[src/rtl/alu_mc.sv]
// alu_mc: multi-cycle ALU for the MIPS EX stage.
//
// Requests (op, a, b) are accepted on in_valid & in_ready, and results are offered on
// out_valid until out_ready. Single-cycle ops (AND, OR, ADD, SUB, SLT, NOR) and illegal
// ops produce a result one cycle after acceptance. MULU, and DIVU when enabled, iterate
// one bit per cycle and produce a result WIDTH+1 cycles after acceptance.
//
// Ports:
//   clk        rising-edge clock
//   rst_n      asynchronous active-low reset
//   in_valid   request valid
//   in_ready   block idle and able to accept a request
//   op         4-bit operation code
//   a, b       WIDTH-bit operands
//   out_valid  result valid, held until out_ready
//   out_ready  consumer accepts result
//   result     low product / quotient / single-cycle result
//   result_hi  high product / remainder, 0 for other ops
//   zero       result == 0
//   ovf        signed overflow for ADD/SUB
//   err        illegal op or divide by zero
//
// Build option: define ALU_MC_DIV_EN to include the unsigned divider (op 1001).
// Without it, op 1001 is answered as an illegal op.

module alu_mc #(
    parameter int unsigned WIDTH = 32,
    parameter int unsigned CNT_W = $clog2(WIDTH) + 1
) (
    input  logic             clk,
    input  logic             rst_n,
    input  logic             in_valid,
    output logic             in_ready,
    input  logic [3:0]       op,
    input  logic [WIDTH-1:0] a,
    input  logic [WIDTH-1:0] b,
    output logic             out_valid,
    input  logic             out_ready,
    output logic [WIDTH-1:0] result,
    output logic [WIDTH-1:0] result_hi,
    output logic             zero,
    output logic             ovf,
    output logic             err
);

    localparam logic [3:0] OpAnd  = 4'b0000;
    localparam logic [3:0] OpOr   = 4'b0001;
    localparam logic [3:0] OpAdd  = 4'b0010;
    localparam logic [3:0] OpSub  = 4'b0110;
    localparam logic [3:0] OpSlt  = 4'b0111;
    localparam logic [3:0] OpNor  = 4'b1100;
    localparam logic [3:0] OpMulu = 4'b1000;
`ifdef ALU_MC_DIV_EN
    localparam logic [3:0] OpDivu = 4'b1001;
`endif

    typedef enum logic [1:0] {StIdle, StBusy, StDone} state_e;

    state_e             state_q, state_d;
    logic [CNT_W-1:0]   cnt_q, cnt_d;
    logic [WIDTH-1:0]   a_q, a_d;
    // hi/lo form the iterating pair: partial product + multiplier, or remainder + quotient.
    logic [WIDTH-1:0]   hi_q, hi_d;
    logic [WIDTH-1:0]   lo_q, lo_d;
    logic [WIDTH-1:0]   result_q, result_d;
    logic [WIDTH-1:0]   result_hi_q, result_hi_d;
    logic               zero_q, zero_d;
    logic               ovf_q, ovf_d;
    logic               err_q, err_d;
`ifdef ALU_MC_DIV_EN
    logic [WIDTH-1:0]   b_q, b_d;
    logic               is_div_q, is_div_d;
`endif

    // Single-cycle datapath, evaluated on the live inputs while idle.
    logic [WIDTH-1:0]   add_res;
    logic [WIDTH-1:0]   sub_res;
    logic               slt_res;
    logic [WIDTH-1:0]   single_res;
    logic               single_ovf;
    logic               single_err;
    logic               start_mul;
`ifdef ALU_MC_DIV_EN
    logic               start_div;
`endif

    assign add_res = a + b;
    assign sub_res = a - b;
    assign slt_res = $signed(a) < $signed(b);

    always_comb begin
        single_res = '0;
        single_ovf = 1'b0;
        single_err = 1'b0;
        start_mul  = 1'b0;
`ifdef ALU_MC_DIV_EN
        start_div  = 1'b0;
`endif
        case (op)
            OpAnd: single_res = a & b;
            OpOr:  single_res = a | b;
            OpAdd: begin
                single_res = add_res;
                single_ovf = (a[WIDTH-1] == b[WIDTH-1]) && (add_res[WIDTH-1] != a[WIDTH-1]);
            end
            OpSub: begin
                // Subtracting b behaves like adding -b, so the sign test uses ~b's sign.
                single_res = sub_res;
                single_ovf = (a[WIDTH-1] != b[WIDTH-1]) && (sub_res[WIDTH-1] != a[WIDTH-1]);
            end
            OpSlt: single_res = {{(WIDTH-1){1'b0}}, slt_res};
            OpNor: single_res = ~(a | b);
            OpMulu: start_mul = 1'b1;
`ifdef ALU_MC_DIV_EN
            OpDivu: start_div = 1'b1;
`endif
            default: single_err = 1'b1;
        endcase
    end

    // Shift-add multiply step: add multiplicand when the multiplier LSB is set, then
    // shift {carry, hi, lo} right by one.
    logic [WIDTH:0]     mul_sum;
    logic [WIDTH-1:0]   mul_hi;
    logic [WIDTH-1:0]   mul_lo;

    assign mul_sum = {1'b0, hi_q} + (lo_q[0] ? {1'b0, a_q} : {(WIDTH+1){1'b0}});
    assign mul_hi  = mul_sum[WIDTH:1];
    assign mul_lo  = {mul_sum[0], lo_q[WIDTH-1:1]};

`ifdef ALU_MC_DIV_EN
    // Restoring divide step: shift next dividend bit into the remainder and subtract the
    // divisor if it fits. When it fits, the difference is below b and fits WIDTH bits.
    logic [WIDTH:0]     div_shift;
    logic               div_ge;
    logic [WIDTH-1:0]   div_diff;
    logic [WIDTH-1:0]   div_hi;
    logic [WIDTH-1:0]   div_lo;

    assign div_shift = {hi_q, lo_q[WIDTH-1]};
    assign div_ge    = div_shift >= {1'b0, b_q};
    assign div_diff  = div_shift[WIDTH-1:0] - b_q;
    assign div_hi    = div_ge ? div_diff : div_shift[WIDTH-1:0];
    assign div_lo    = {lo_q[WIDTH-2:0], div_ge};
`endif

    logic [WIDTH-1:0]   step_hi;
    logic [WIDTH-1:0]   step_lo;

    always_comb begin
        step_hi = mul_hi;
        step_lo = mul_lo;
`ifdef ALU_MC_DIV_EN
        if (is_div_q) begin
            step_hi = div_hi;
            step_lo = div_lo;
        end
`endif
    end

    always_comb begin
        state_d     = state_q;
        cnt_d       = cnt_q;
        a_d         = a_q;
        hi_d        = hi_q;
        lo_d        = lo_q;
        result_d    = result_q;
        result_hi_d = result_hi_q;
        zero_d      = zero_q;
        ovf_d       = ovf_q;
        err_d       = err_q;
`ifdef ALU_MC_DIV_EN
        b_d         = b_q;
        is_div_d    = is_div_q;
`endif
        case (state_q)
            StIdle: begin
                if (in_valid) begin
                    a_d = a;
                    if (start_mul) begin
                        state_d = StBusy;
                        cnt_d   = CNT_W'(WIDTH);
                        hi_d    = '0;
                        lo_d    = b;
`ifdef ALU_MC_DIV_EN
                        b_d      = b;
                        is_div_d = 1'b0;
                    end else if (start_div) begin
                        state_d  = StBusy;
                        cnt_d    = CNT_W'(WIDTH);
                        hi_d     = '0;
                        lo_d     = a;
                        b_d      = b;
                        is_div_d = 1'b1;
`endif
                    end else begin
                        state_d     = StDone;
                        result_d    = single_res;
                        result_hi_d = '0;
                        zero_d      = (single_res == '0);
                        ovf_d       = single_ovf;
                        err_d       = single_err;
                    end
                end
            end
            StBusy: begin
                cnt_d = cnt_q - 1'b1;
                hi_d  = step_hi;
                lo_d  = step_lo;
                if (cnt_q == CNT_W'(1)) begin
                    state_d     = StDone;
                    result_d    = step_lo;
                    result_hi_d = step_hi;
                    zero_d      = (step_lo == '0);
                    ovf_d       = 1'b0;
                    err_d       = 1'b0;
`ifdef ALU_MC_DIV_EN
                    // Divide by zero: fixed response, still after the full iteration count.
                    if (is_div_q && (b_q == '0)) begin
                        result_d    = '1;
                        result_hi_d = a_q;
                        zero_d      = 1'b0;
                        err_d       = 1'b1;
                    end
`endif
                end
            end
            StDone: begin
                if (out_ready) begin
                    state_d = StIdle;
                end
            end
            default: state_d = StIdle;
        endcase
    end

    always_ff @(posedge clk or negedge rst_n) begin
        if (!rst_n) begin
            state_q     <= StIdle;
            cnt_q       <= '0;
            a_q         <= '0;
            hi_q        <= '0;
            lo_q        <= '0;
            result_q    <= '0;
            result_hi_q <= '0;
            zero_q      <= 1'b1;
            ovf_q       <= 1'b0;
            err_q       <= 1'b0;
`ifdef ALU_MC_DIV_EN
            b_q         <= '0;
            is_div_q    <= 1'b0;
`endif
        end else begin
            state_q     <= state_d;
            cnt_q       <= cnt_d;
            a_q         <= a_d;
            hi_q        <= hi_d;
            lo_q        <= lo_d;
            result_q    <= result_d;
            result_hi_q <= result_hi_d;
            zero_q      <= zero_d;
            ovf_q       <= ovf_d;
            err_q       <= err_d;
`ifdef ALU_MC_DIV_EN
            b_q         <= b_d;
            is_div_q    <= is_div_d;
`endif
        end
    end

    assign in_ready  = (state_q == StIdle);
    assign out_valid = (state_q == StDone);
    assign result    = result_q;
    assign result_hi = result_hi_q;
    assign zero      = zero_q;
    assign ovf       = ovf_q;
    assign err       = err_q;

endmodule

[config.mk]
export PLATFORM = sky130hd
export DESIGN_NAME = alu_mc
export DESIGN_NICKNAME = d
export VERILOG_FILES = /design/src/rtl/alu_mc.sv
export SDC_FILE = /design/constraint.sdc
export NUM_CORES = 1
export LEC_CHECK = 0
export CORE_UTILIZATION = 59
export DETAILED_ROUTE_END_ITERATION = 6
export PLACE_DENSITY = 0.86
export RECOVER_POWER = 25
export SLEW_MARGIN = 10
export SYNTH_ARGS = -nofsm -noshare
export SYNTH_HDL_FRONTEND = slang
export SYNTH_SLANG_ARGS = --single-unit
[constraint.sdc]
create_clock -name clk -period 4 [get_ports clk]
set_input_delay 0.8 -clock clk [delete_from_list [all_inputs] [get_ports clk]]
set_output_delay 0.8 -clock clk [all_outputs]
set_load 0.02 [all_outputs]
==> results of run 1 <==
-- repair_timing --
| item | 4_1_cts | 5_1_grt |
|---|---|---|
| setup buffers | 6 | 1 |
| gates resized for setup | 14 | 52 |
| pin swaps | 10 | 17 |
| setup endpoints to repair | 1 | 19 |
-- where the power goes --
group,internal [mW],switching [mW],total [mW]
Combinational,1.71,2.28,4.00
Clock,0.886,0.752,1.64
Sequential,2.30,0.577,2.87
Total,4.90,3.61,8.51
-- tightest hold or removal path: stages, from the launching register on --
cell and delay (ns):
dfrtp_1 0.34, nand2_1 0.04, o21ai_0 0.05
-- worst paths after layout --
check / from / to / slack (ns) / cells past startpoint
worst max-delay path: lo_q[0] / hi_q[31] / 0.05 / 14
worst min-delay path: a_q[26] / a_q[26] / 0.47 / 2
worst max register to register: lo_q[0] / hi_q[31] / 0.05 / 14
worst min register to register: a_q[26] / a_q[26] / 0.47 / 2
max in group asynchronous: rst_n / result_hi[25] / 1.04 / 2
min in group asynchronous: rst_n / hi_q[7] / 1.15 / 1
-- sequential cells by signal, summed over array words and instances (netlist names) --
register / count
cnt_q: 6
result: 32
err: 1
state_q: 2
result_hi: 32
ovf: 1
lo_q: 32
zero: 1
a_q: 32
hi_q: 32
-- synth_stat cells (all sizes together) (10+ instances only) --
master  count  area share
nor2      130       0.034
nor3       29       0.010
a22oi      20       0.010
o21bai     20       0.010
nand3      33       0.012
a221o      21       0.015
a21oi     112       0.040
a21o       43       0.022
and2       41       0.018
o21ai     140       0.048
nand4      18      0.0078
nor4       18      0.0086
o22ai      11      0.0047
inv       116       0.030
a221oi     25       0.016
nand2     246       0.064
xnor2      22       0.013
o211ai     23       0.013
nand2b     13      0.0056
and3       13      0.0061
a222oi     10      0.0069
o21a       10      0.0052
a31oi      37       0.017
buf        32       0.013
o31ai      15      0.0078
a22o       17       0.010
clkbuf     70       0.024
dfrtp     170        0.29
nor2b      14      0.0060
a211oi     11      0.0060
ha        142        0.12
-- cell families after synthesis --
family | share of synthesized area
AO/OA/AOI/OAI | 0.288
adder cells (fa/ha/maj) | 0.127
buffers and inverters | 0.0665
AND/OR/NAND/NOR | 0.200
flip-flops | 0.295
XOR/XNOR | 0.0187
multiplexers | 0.00569
-- cell type report --
class,instances,area (um2)
Sequential cell,171,4280
Fill cell,1574,4900
Timing Repair Buffer,471,4020
Tap cell,324,405
Multi-Input combinational cell,1387,9630
Clock buffer,18,439
Inverter,117,439
Antenna cell,3,7.51
Clock inverter,14,133
-- metal layers --
metal  track usage  wire length [um]  vias up
met3         0.100              7620      271
met4         0.182              2840        0
met5             0                 0        -
met2         0.696             25100     1375
li1              -                 -     7246
met1         0.621             23100     7802
-- per-stage QoR --
step / hold slack, ns / TNS (ns) / cells / instance area (um2)
after floorplan: 0.442 / 0 / 1777 / 14500
after global placement: 0.454 / -3.34 / 2463 / 18400
after detailed placement: 0.462 / -4.87 / 2463 / 18400
after CTS: 0.479 / 0 / 2501 / 19100
after global routing: 0.491 / -0.561 / 2502 / 19300
final: 0.472 / 0 / 2505 / 19400
==> flow_summary.toml, run 1 <==
[cells_and_area]
layout_commonest_cell = "buf_4"
fin_util = 0.798
syn_to_final_growth_pct = 33.3
nets = 2382
final_layout_size_suffix_gt1_frac = 0.217
layout_common_cells = "buf_4 (319), nand2_1 (245), dfrtp_1 (170), ha_1 (134), o21ai_0 (132)"

[yosys]
ys_types = 109
synth_edf_count = 0
synthArstFlopShare = 1.00
seq_area_frac_synth = 0.295
yosys_warnings = 0
synth_area_um2 = 14500
syn_avg_cell_area_um2 = 8.17
synth_top_flop_cell = "dfrtp_1"
ys_ff_latch = 171
synth_cells = 1777
synth_nets = 1994

[floorplan]
die_x_um = 159
start_util = 0.599
coreArea_um2 = 24200
ioPinCount = 141
rows = 57
dieArea_um2 = 25200
dieHeight_um = 159

[setup_path]
path_cells = "and2_1 -> ha_1 -> fa_1 -> a21o_1 -> a21oi_2 -> o21bai_1 -> a41oi_1 -> o21a_1 -> o21ai_0 -> a221o_1 -> nor3_1 -> o21ai_0 -> o21ai_0 -> o21ai_0"
crit_required_ns = 4.30
start_kind = "flop"
cp_max_fo = 11
cp_top_family = "compound AO/OA/AOI/OAI gates"
max_stage_delay_ns = 0.48
cp-end-kind = "flop"
cp_slowest_cell = "dfrtp_1"
arrival_ns = 4.24
crit_path_frequent_cell = "o21ai_0"
worstSetupPathType = "reg2reg"
path_buf_inv = 0

[detailed_routing]
drtAntennaViolNets = 0
via_per_inst = 6.66
drtPass1Iterations = 7
wl_per_cell_um = 23.4
vias = 16694
routed_wl_mm = 58.7
drtIter0Drc = 3062
drc_errors = 22

[sta]
setup_violations = 0
period_minus_slack_ns = 3.95
maxSlewHeadroom = -0.706
fmax_mhz = 253
layout_setup_ws_ns = 0.0537
hold_viol = 0
finalClockSkew_ns = 0.0115
min_period_over_period = 0.987
drv_slew = 102
tightest_slew_ns = 2.56

[grt]
grt_max_degree = 103
antenna_found_initial = 3
grt_usage = 0.455
grt_pass1_wl_mm = 89.7
grt_overflow = 0
grt_pass1_vias = 16171

[run]
drv_cap = 1

[power]
power.total_mw = 8.51
leakagePower_nw = 9.34
max-vdd-ir-drop_v = 0.000414
cellPowerDensity_nw_per_um2 = 440

[hold_path]
hold_class = "reg2reg"

[clocking]
max-clock-path-buffers = 2
postCtsHoldBufs = 0
clk_pin_slew_ns = 0.07
cts_buffers = 17
clock_sinks = 171
clk_latency_ns = 0.44
root_buffer = "clkbuf_16"
htreeDepth = 4
cts_tree = "done"

[placed_design]
dp_hpwl_mm = 42.8
pre_cts_ws_ns = -0.729
port_buffers = 140
place_congestion = 1.00

[status]
status = "finished with violations"
violations = "design-rule violations, max-capacitance violations, max-slew violations"
No activity file was read; power rests on OpenSTA's default activity.
==> run 2: changes to the inputs <==
--- a/config.mk
+++ b/config.mk
@@ -5,10 +5,12 @@
 export SDC_FILE = /design/constraint.sdc
 export NUM_CORES = 1
 export LEC_CHECK = 0
-export CORE_UTILIZATION = 59
+export CAP_MARGIN = 40
+export CORE_UTILIZATION = 57
 export DETAILED_ROUTE_END_ITERATION = 6
-export PLACE_DENSITY = 0.86
+export PLACE_DENSITY = 0.84
 export RECOVER_POWER = 25
+export SKIP_LAST_GASP = 1
 export SLEW_MARGIN = 10
 export SYNTH_ARGS = -nofsm -noshare
 export SYNTH_HDL_FRONTEND = slang
==> run 2 against run 1 <==
The run ends with design-rule violations, max-capacitance violations, max-slew violations, negative setup slack left; global-route usage decreased by 0.16 points; combinational power up 3%; via count rose by 2.2%; critical path depth stayed put; largest cell class unchanged.
==> flow_summary.toml, run 2 (synthesis gave the netlist of run 1 again) <==
[setup_path]
crit_required_ns = 4.31
start_kind = "flop"
arrival_ns = 4.42
cp_max_fo = 24
reg2reg_slack_ns = -0.11
worstSetupPathType = "reg2reg"
rr_worst_depth = 14
cp-end-kind = "flop"

[placed_design]
dp_hpwl_mm = 44.3
place_congestion = 1.03
dp.cells = 2507
port_buffers = 140
placed_area_um2 = 18700

[cells_and_area]
num-fill-cells = 1640
finalNonFillerCells = 2548
multi_input_area_um2 = 9610
finalInstanceArea_um2 = 19600
syn_to_final_growth_pct = 35.3
fin_util = 0.782
antenna_cells = 0
nets = 2422
seq_area_um2 = 4280
layout_common_cells = "buf_4 (359), nand2_1 (245), dfrtp_1 (170), o21ai_0 (134), ha_1 (133)"
final_layout_size_suffix_gt1_frac = 0.234
layout_commonest_cell = "buf_4"

[floorplan]
start_util = 0.578
coreArea_um2 = 25100
dieHeight_um = 162
die_x_um = 162
ioPinCount = 141
rows = 58
dieArea_um2 = 26100

[status]
status = "finished with violations"
violations = "design-rule violations, max-capacitance violations, max-slew violations, negative setup slack"

[power]
netSwitchingFraction = 0.431
pwr-share-seq = 0.334
power.total_mw = 8.69
max-vdd-ir-drop_v = 0.000408
p_int_mw = 4.95
p_switching_mw = 3.75
comb_power_share = 0.476
cellPowerDensity_nw_per_um2 = 443
clkPwrFrac = 0.191
leakagePower_nw = 9.55

[sta]
tightest_slew_ns = 2.05
tns_ns = -0.190
drv_slew = 146
min_period_over_period = 1.03
maxSlewHeadroom = -0.368
fmax_mhz = 244
setup_violations = 2
finalClockSkew_ns = 0.0166
period_minus_slack_ns = 4.11
hold_viol = 0
layout_setup_ws_ns = -0.105

[grt]
met2_usage = 0.691
grt.met3_usage = 0.108
grt_pass1_wl_mm = 90.9
antenna_found_initial = 2
grt_usage = 0.453
grt_max_degree = 91
grt_overflow = 0
grt_pass1_vias = 16242
busiest_layer = "met2"
grtUsageMet1 = 0.612

[hold_path]
hold_class = "reg2reg"
hold_depth = 2

[clocking]
postCtsHoldBufs = 0
htreeDepth = 4
max-clock-path-buffers = 2
cts_buffers = 17
clock_sinks = 171
clk_pin_slew_ns = 0.07
cts_tree = "done"
clk_latency_ns = 0.45
root_buffer = "clkbuf_16"

[detailed_routing]
via_per_inst = 6.70
vias = 17069
drtAntennaViolNets = 0
routed_wl_mm = 61.4
drc_errors = 39
drtPass1Iterations = 7
wl_per_cell_um = 24.1
drtIter0Drc = 2941

[run]
drv_cap = 2
## run 2: final cells by class
| type | count | area share |
|---|---|---|
| tap | 330 | 0.0210 |
| timing repair buffer | 511 | 0.220 |
| clock buffer | 19 | 0.0226 |
| inverter | 117 | 0.0224 |
| clock inverter | 13 | 0.00682 |
| multi-input combinational | 1387 | 0.489 |
| sequential | 171 | 0.218 |
## run 2: repair_timing
item                                    4_1_cts  5_1_grt
buffers inserted                              3        6
pin swaps                                    14       23
endpoints found under the setup margin        1       21
hold endpoints to repair                      0        0
gates resized for setup                      22       47
## run 2: power groups by stage
stage	logic, mW	registers, mW	clock network (mW)
6_report	4.13	2.90	1.66
5_1_grt	4.38	2.92	1.70
4_1_cts	3.87	2.84	1.63
3_5_place_dp	3.74	2.83	0
3_3_place_gp	3.56	2.80	0
2_1_floorplan	2.07	2.80	0
## run 2: metal layers
metal	part of all wire	wire length, um	vias up
met1	0.39	24100	7970
met4	0.055	3370	2
met5	0.00021	13	-
met3	0.13	7950	359
li1	-	-	7311
met2	0.42	26000	1427
## run 2: through the flow
stage	hold WS, ns	setup WS [ns]
6_report	0.480	-0.105
5_1_grt	0.504	-0.0875
4_1_cts	0.440	0.0108
3_5_place_dp	0.463	-0.690
3_3_place_gp	0.452	-0.480
2_1_floorplan	0.442	0.309
## run 2: final timing paths
check	from	end
min in group asynchronous	rst_n	hi_q[3]
min	a_q[29]	a_q[29]
max in group asynchronous	rst_n	result_hi[28]
max	lo_q[0]	result_hi[30]
max reg2reg	lo_q[0]	result_hi[30]
min reg2reg	a_q[29]	a_q[29]
## run 2: critical path, stage by stage, from the launching register on
cell and delay [ns]:
dfrtp_1 0.49, buf_6 0.23, and2_1 0.16, ha_1 0.36, inv_1 0.11, o21bai_1 0.22
a21oi_1 0.16, o21ai_0 0.39, o21a_1 0.19, o21ai_0 0.08, and2b_1 0.26, o41ai_4 0.57
a221oi_1 0.21, mux2i_1 0.18, a221o_1 0.35
